==> config.mk <==
export PLATFORM = sky130hd
export DESIGN_NAME = hazard_ctrl
export DESIGN_NICKNAME = d
export VERILOG_FILES = /design/src/rtl/hazard_ctrl_pkg.sv /design/src/rtl/hazard_ctrl_md_busy_timer.sv /design/src/rtl/hazard_ctrl.sv
export SDC_FILE = /design/constraint.sdc
export NUM_CORES = 1
export LEC_CHECK = 0
export ABC_CLOCK_PERIOD_IN_PS = 4900
export CAP_MARGIN = 20
export CORE_ASPECT_RATIO = 1.1
export CORE_UTILIZATION = 38
export CTS_BUF_LIST = sky130_fd_sc_hd__clkbuf_4 sky130_fd_sc_hd__clkbuf_8 sky130_fd_sc_hd__clkbuf_16
export CTS_CLUSTER_DIAMETER = 100
export DETAILED_ROUTE_END_ITERATION = 8
export DONT_BUFFER_PORTS = 1
export SYNTH_ARGS = -nofsm -noshare
export SYNTH_HDL_FRONTEND = slang
export SYNTH_HIERARCHICAL = 1
export SYNTH_SLANG_ARGS = --single-unit
export TNS_END_PERCENT = 100
==> constraint.sdc <==
create_clock -name clk -period 4.9 [get_ports clk]
set_input_delay 0.98 -clock clk [delete_from_list [all_inputs] [get_ports clk]]
set_output_delay 0.98 -clock clk [all_outputs]
set_load 0.005 [all_outputs]
==> src/rtl/hazard_ctrl_pkg.sv <==
// Shared encodings for the pipeline hazard controller and its mult/div busy timer.
// Latency: n/a (constants and a pure combinational helper).
// Backpressure: n/a.
package hazard_ctrl_pkg;

    // Forwarding select encodings (D and E operand muxes)
    localparam logic [1:0] FWD_RF = 2'b00;
    localparam logic [1:0] FWD_M  = 2'b01;
    localparam logic [1:0] FWD_W  = 2'b10;

    // Mult/div operation in E; 2'b11 is reserved and behaves as none
    localparam logic [1:0] MD_NONE = 2'b00;
    localparam logic [1:0] MD_MULT = 2'b01;
    localparam logic [1:0] MD_DIV  = 2'b10;

    // Tuse value meaning "operand not read"; never below any Tnew, so never stalls
    localparam logic [1:0] TUSE_NONE = 2'd3;

    // Pick the freshest ready producer for one source operand; M wins over W, $0 never forwards
    function automatic logic [1:0] fwd_sel(
        input logic [4:0] src,
        input logic [4:0] a3_m,
        input logic       rw_m,
        input logic [1:0] tnew_m,
        input logic [4:0] a3_w,
        input logic       rw_w
    );
        logic [1:0] sel;
        sel = FWD_RF;
        if (src != 5'd0) begin
            if (rw_m && (a3_m == src) && (tnew_m == 2'd0)) begin
                sel = FWD_M;
            end else if (rw_w && (a3_w == src)) begin
                sel = FWD_W;
            end
        end
        return sel;
    endfunction

endpackage

==> src/rtl/hazard_ctrl_md_busy_timer.sv <==
// Mult/div busy timer: loads the op's cycle count when it issues from E, then counts down.
// Latency: md_busy rises the cycle after issue and stays high exactly MULT_CYC / DIV_CYC cycles.
// Backpressure: none; a new issue while counting simply reloads (last issue wins).
module hazard_ctrl_md_busy_timer
    import hazard_ctrl_pkg::*;
#(
    parameter int MULT_CYC = 5,
    parameter int DIV_CYC  = 10
) (
    input  logic       clk,
    input  logic       reset,
    input  logic [1:0] md_op_E,
    output logic       md_busy
);

    localparam int MAX_CYC = (MULT_CYC > DIV_CYC) ? MULT_CYC : DIV_CYC;
    localparam int CW      = ($clog2(MAX_CYC + 1) < 4) ? 4 : $clog2(MAX_CYC + 1);

    logic [CW-1:0] count;

    // Load on issue, otherwise run down to zero; reset abandons any in-flight op
    always_ff @(posedge clk) begin
        if (reset) begin
            count <= '0;
        end else if (md_op_E == MD_MULT) begin
            count <= CW'(MULT_CYC);
        end else if (md_op_E == MD_DIV) begin
            count <= CW'(DIV_CYC);
        end else if (count != '0) begin
            count <= count - CW'(1);
        end
    end

    assign md_busy = (count != '0);

endmodule

==> src/rtl/hazard_ctrl.sv <==
// Pipeline stall/forward controller: Tuse/Tnew data stalls, HI/LO busy stalls, forward selects.
// Latency: stall/enable/forward outputs are combinational; md_busy and stall_cnt are registered.
// Backpressure: a stall freezes PC and F_D and inserts a bubble into D_E.
module hazard_ctrl
    import hazard_ctrl_pkg::*;
#(
    parameter int MULT_CYC = 5,
    parameter int DIV_CYC  = 10,
    parameter int CNT_W    = 32
) (
    input  logic             clk,
    input  logic             reset,
    input  logic [4:0]       A1_D,
    input  logic [4:0]       A2_D,
    input  logic [1:0]       Tuse_rs,
    input  logic [1:0]       Tuse_rt,
    input  logic             md_use_D,
    input  logic [4:0]       A1_E,
    input  logic [4:0]       A2_E,
    input  logic [4:0]       A3_E,
    input  logic [4:0]       A3_M,
    input  logic [4:0]       A3_W,
    input  logic             RegWrite_E,
    input  logic             RegWrite_M,
    input  logic             RegWrite_W,
    input  logic [1:0]       Tnew_E,
    input  logic [1:0]       Tnew_M,
    input  logic [1:0]       md_op_E,
    output logic             en_PC,
    output logic             en_FD,
    output logic             clr_DE,
    output logic [1:0]       fwd_rs_D,
    output logic [1:0]       fwd_rt_D,
    output logic [1:0]       fwd_rs_E,
    output logic [1:0]       fwd_rt_E,
    output logic             md_busy,
    output logic [CNT_W-1:0] stall_cnt
);

    logic stall_rs;
    logic stall_rt;
    logic stall_md;
    logic stall;

    hazard_ctrl_md_busy_timer #(
        .MULT_CYC (MULT_CYC),
        .DIV_CYC  (DIV_CYC)
    ) u_md_busy_timer (
        .clk     (clk),
        .reset   (reset),
        .md_op_E (md_op_E),
        .md_busy (md_busy)
    );

    // Stall when a D operand is needed before an in-flight producer in E or M can supply it
    always_comb begin
        stall_rs = 1'b0;
        stall_rt = 1'b0;
        if (A1_D != 5'd0) begin
            stall_rs = (RegWrite_E && (A3_E == A1_D) && (Tuse_rs < Tnew_E)) ||
                       (RegWrite_M && (A3_M == A1_D) && (Tuse_rs < Tnew_M));
        end
        if (A2_D != 5'd0) begin
            stall_rt = (RegWrite_E && (A3_E == A2_D) && (Tuse_rt < Tnew_E)) ||
                       (RegWrite_M && (A3_M == A2_D) && (Tuse_rt < Tnew_M));
        end
        stall_md = md_use_D && (md_busy || (md_op_E == MD_MULT) || (md_op_E == MD_DIV));
        stall    = stall_rs || stall_rt || stall_md;
    end

    // Freeze fetch/decode and bubble execute while stalled
    always_comb begin
        en_PC  = !stall;
        en_FD  = !stall;
        clr_DE = stall;
    end

    // Operand forward selects; E results are never ready for D, so only M and W are sources
    always_comb begin
        fwd_rs_D = fwd_sel(A1_D, A3_M, RegWrite_M, Tnew_M, A3_W, RegWrite_W);
        fwd_rt_D = fwd_sel(A2_D, A3_M, RegWrite_M, Tnew_M, A3_W, RegWrite_W);
        fwd_rs_E = fwd_sel(A1_E, A3_M, RegWrite_M, Tnew_M, A3_W, RegWrite_W);
        fwd_rt_E = fwd_sel(A2_E, A3_M, RegWrite_M, Tnew_M, A3_W, RegWrite_W);
    end

    // Count every stalled cycle since reset; wraps naturally at the counter width
    always_ff @(posedge clk) begin
        if (reset) begin
            stall_cnt <= '0;
        end else if (stall) begin
            stall_cnt <= stall_cnt + CNT_W'(1);
        end
    end

endmodule

==> impl_metrics.toml <==
[run_status]
status = "complete, no violations"

[grt]
grt_overflow = 0
grt_pass1_vias = 2092
grt_pass1_wl_um = 9784
gr-usage-all-layers = 0.1749
grt_max_degree = 41
grt_antenna_before_repair = 0

[routing]
drtAntennaViolNets = 0
first_pass_iters = 4
drtIter0Drc = 56
route.detailed.drc = 0
vias = 2237
wl_per_cell_um = 16.20
wl_um = 6365
via_per_inst = 5.692

[power_and_ir_drop]
p_leak_nw = 0.9875
ir_worst_vdd_mv = 0.1753
p_per_area_mw_per_mm2 = 246.9

[yosys]
synth_compound_area_frac = 0.1367
yosysTopAreaCellShare = 0.2716
synthAdderAreaFrac = 0.02829
ys_top_cells_by_area = "dfxtp_1, xor2_1, xnor2_1"
syn_area_sq_mm = 0.002654
ys_seq_area_frac = 0.2716
synth_top_area_cell = "dfxtp_1"
synth.avg_cell_area_sq_um = 8.345
syn_nets = 375
synth_warnings = 6
synthMuxAreaShare = 0.01744
synth_cell_types = 43
synth_top_family_by_area = "simple AND/OR/NAND/NOR gates"
synth_xor_xnor_area_share = 0.2541
syn_inst = 318
synthSimpleGateAreaFrac = 0.2551
synth_seq_cells = 36

[cells_and_area]
layout_common_cells = "xor2_1, nor2_1, dfxtp_1"
fin_nets = 367
drive_gt1_frac = 0.06109
final_common_cell = "xor2_1"
postLayoutCoreUtil = 0.4199
area_growth_pct = 5.564
n_antenna_cell = 0

[clocking]
cts-htree-levels = 2
cts_num_sinks = 36
clk_pin_slew_worst_paths_ns = 0.07
cts_resized = 0
cts_tree = "built"
cts_buffers = 5
cts_buffer_depth = 2
cts.root.buffer_cell = "clkbuf_8"
cts_hold_buf = 0
clk_latency_ns = 0.28
cts_setup_buffers = 0

[timing]
finalMaxSlewViolations = 0
fmax_mhz = 255.2
hold_viol = 0
rsz0062_at_grt = "false"
clock_skew_ns = 0.007078
fin_ws_ns = 0.9817
fin_setup_tns_ns = 0
slew_headroom = 0.3967
period_needed_ns = 3.918
period_share = 0.7996
worst_pin_slew_ns = 0.9015
finalSetupViolCount = 0

[setup_path]
cp_max_fo = 25
end_kind = "primary output"
worstRegToRegCells = 11
crit_required_ns = 3.92
start_kind = "input port"
critPathArrivalTime_ns = 2.94
setup.worst_path.class = "in -> out"

[die]
fp-row-count = 31
floorplan.initialDensity = 0.3978
die_area_sq_mm = 0.007322
die_w_um = 81.68
core_area_sq_mm = 0.006671
die_y_um = 89.65
pin_count = 95

[placed_design]
dp_hpwl_um = 4834
place_congestion = 0.7917
place_ws_ns = 0.9800
io_buffers = 0

[hold_path]
hp-class = "reg -> reg"
holdPathStages = 2

[run]
max-cap-violations = 0
-- report_power, final --
| part | switching [mW] | leakage (nW) | internal [mW] |
|---|---|---|---|
| clock | 0.105 | 0.0479 | 0.120 |
| combinational | 0.0698 | 0.648 | 0.0801 |
| sequential | 0.0127 | 0.291 | 0.304 |
-- cell families after synthesis --
logic type / after synthesis
AND/OR/NAND/NOR: 122
flip-flops: 36
multiplexers: 4
AO/OA/AOI/OAI: 49
adder cells (fa/ha/maj): 6
XOR/XNOR: 77
buffers and inverters: 24
-- critical path, stage by stage --
cell     delay (ns)
or4_1          0.52
nor2_1         0.31
o31a_1         0.24
o41ai_4        0.08
buf_4          0.22
nor2_2         0.42
inv_2          0.16
-- state kept, by name (all words and copies together) (netlist names) --
register	flops
u_md_busy_timer/count	4
stall_cnt	32
-- cells in the mapped netlist --
| master | instances |
|---|---|
| a211o_1 | 1 |
| a21oi_1 | 8 |
| and2_1 | 4 |
| and2b_2 | 1 |
| and3_1 | 9 |
| and3b_2 | 1 |
| and4_1 | 8 |
| buf_2 | 3 |
| buf_4 | 1 |
| clkbuf_1 | 13 |
| dfxtp_1 | 36 |
| ha_1 | 6 |
| inv_1 | 6 |
| inv_2 | 1 |
| mux2_1 | 1 |
| mux2_4 | 1 |
| mux2i_1 | 2 |
| nand2_1 | 9 |
| nand2b_1 | 8 |
| nand3_1 | 6 |
| nand4_1 | 11 |
| nand4b_1 | 1 |
| nor2_1 | 38 |
| nor2_2 | 1 |
| nor2b_1 | 4 |
| nor3_1 | 4 |
| nor4_1 | 7 |
| nor4b_1 | 1 |
| o2111ai_1 | 14 |
| o211ai_1 | 6 |
| o21a_1 | 1 |
| o21ai_0 | 11 |
| o21bai_1 | 1 |
| o22ai_1 | 2 |
| o22ai_2 | 1 |
| o31a_1 | 1 |
| o31ai_1 | 2 |
| o41ai_4 | 1 |
| or3_1 | 2 |
| or3b_4 | 1 |
| or4_1 | 6 |
| xnor2_1 | 34 |
| xor2_1 | 43 |
-- cell type report --
type                            count  area [sq um]
Multi-Input combinational cell    258          1839
Tap cell                           82         102.6
Clock inverter                      1         7.507
Inverter                            7         26.28
Sequential cell                    36         720.7
Clock buffer                        7         90.09
Timing Repair Buffer                2         15.01
Fill cell                         695          3870
-- path summary, 6_finish.rpt --
path / to / slack [ns] / start
worst max-delay path: clr_DE / 0.98 / A1_D[1]
worst min-delay path: stall_cnt[26] / 0.51 / stall_cnt[26]
worst max register to register: stall_cnt[31] / 1.92 / u_md_busy_timer/count[0]
worst min register to register: stall_cnt[26] / 0.51 / stall_cnt[26]
-- metrics by stage --
step | hold slack, ns | std cells | power (mW) | instance area (sq um)
finish | 0.5111 | 393 | 0.6918 | 2801
global route | 0.5663 | 393 | 0.7374 | 2801
CTS | 0.5154 | 393 | 0.7042 | 2801
detailed placement | 0.5030 | 385 | 0.4745 | 2704
global placement | 0.4927 | 385 | 0.4726 | 2704
floorplan | 0.4767 | 318 | 0.4599 | 2654
-- layer usage --
metal | wire length [um] | up-vias | global-route usage
li1 | - | 1117 | -
met3 | 644 | 8 | 0.06970
met1 | 2730 | 1027 | 0.2064
met5 | 0 | - | 0
met4 | 80 | 0 | 0.04306
met2 | 2910 | 85 | 0.2962
No activity file was read; power rests on OpenSTA's default activity.
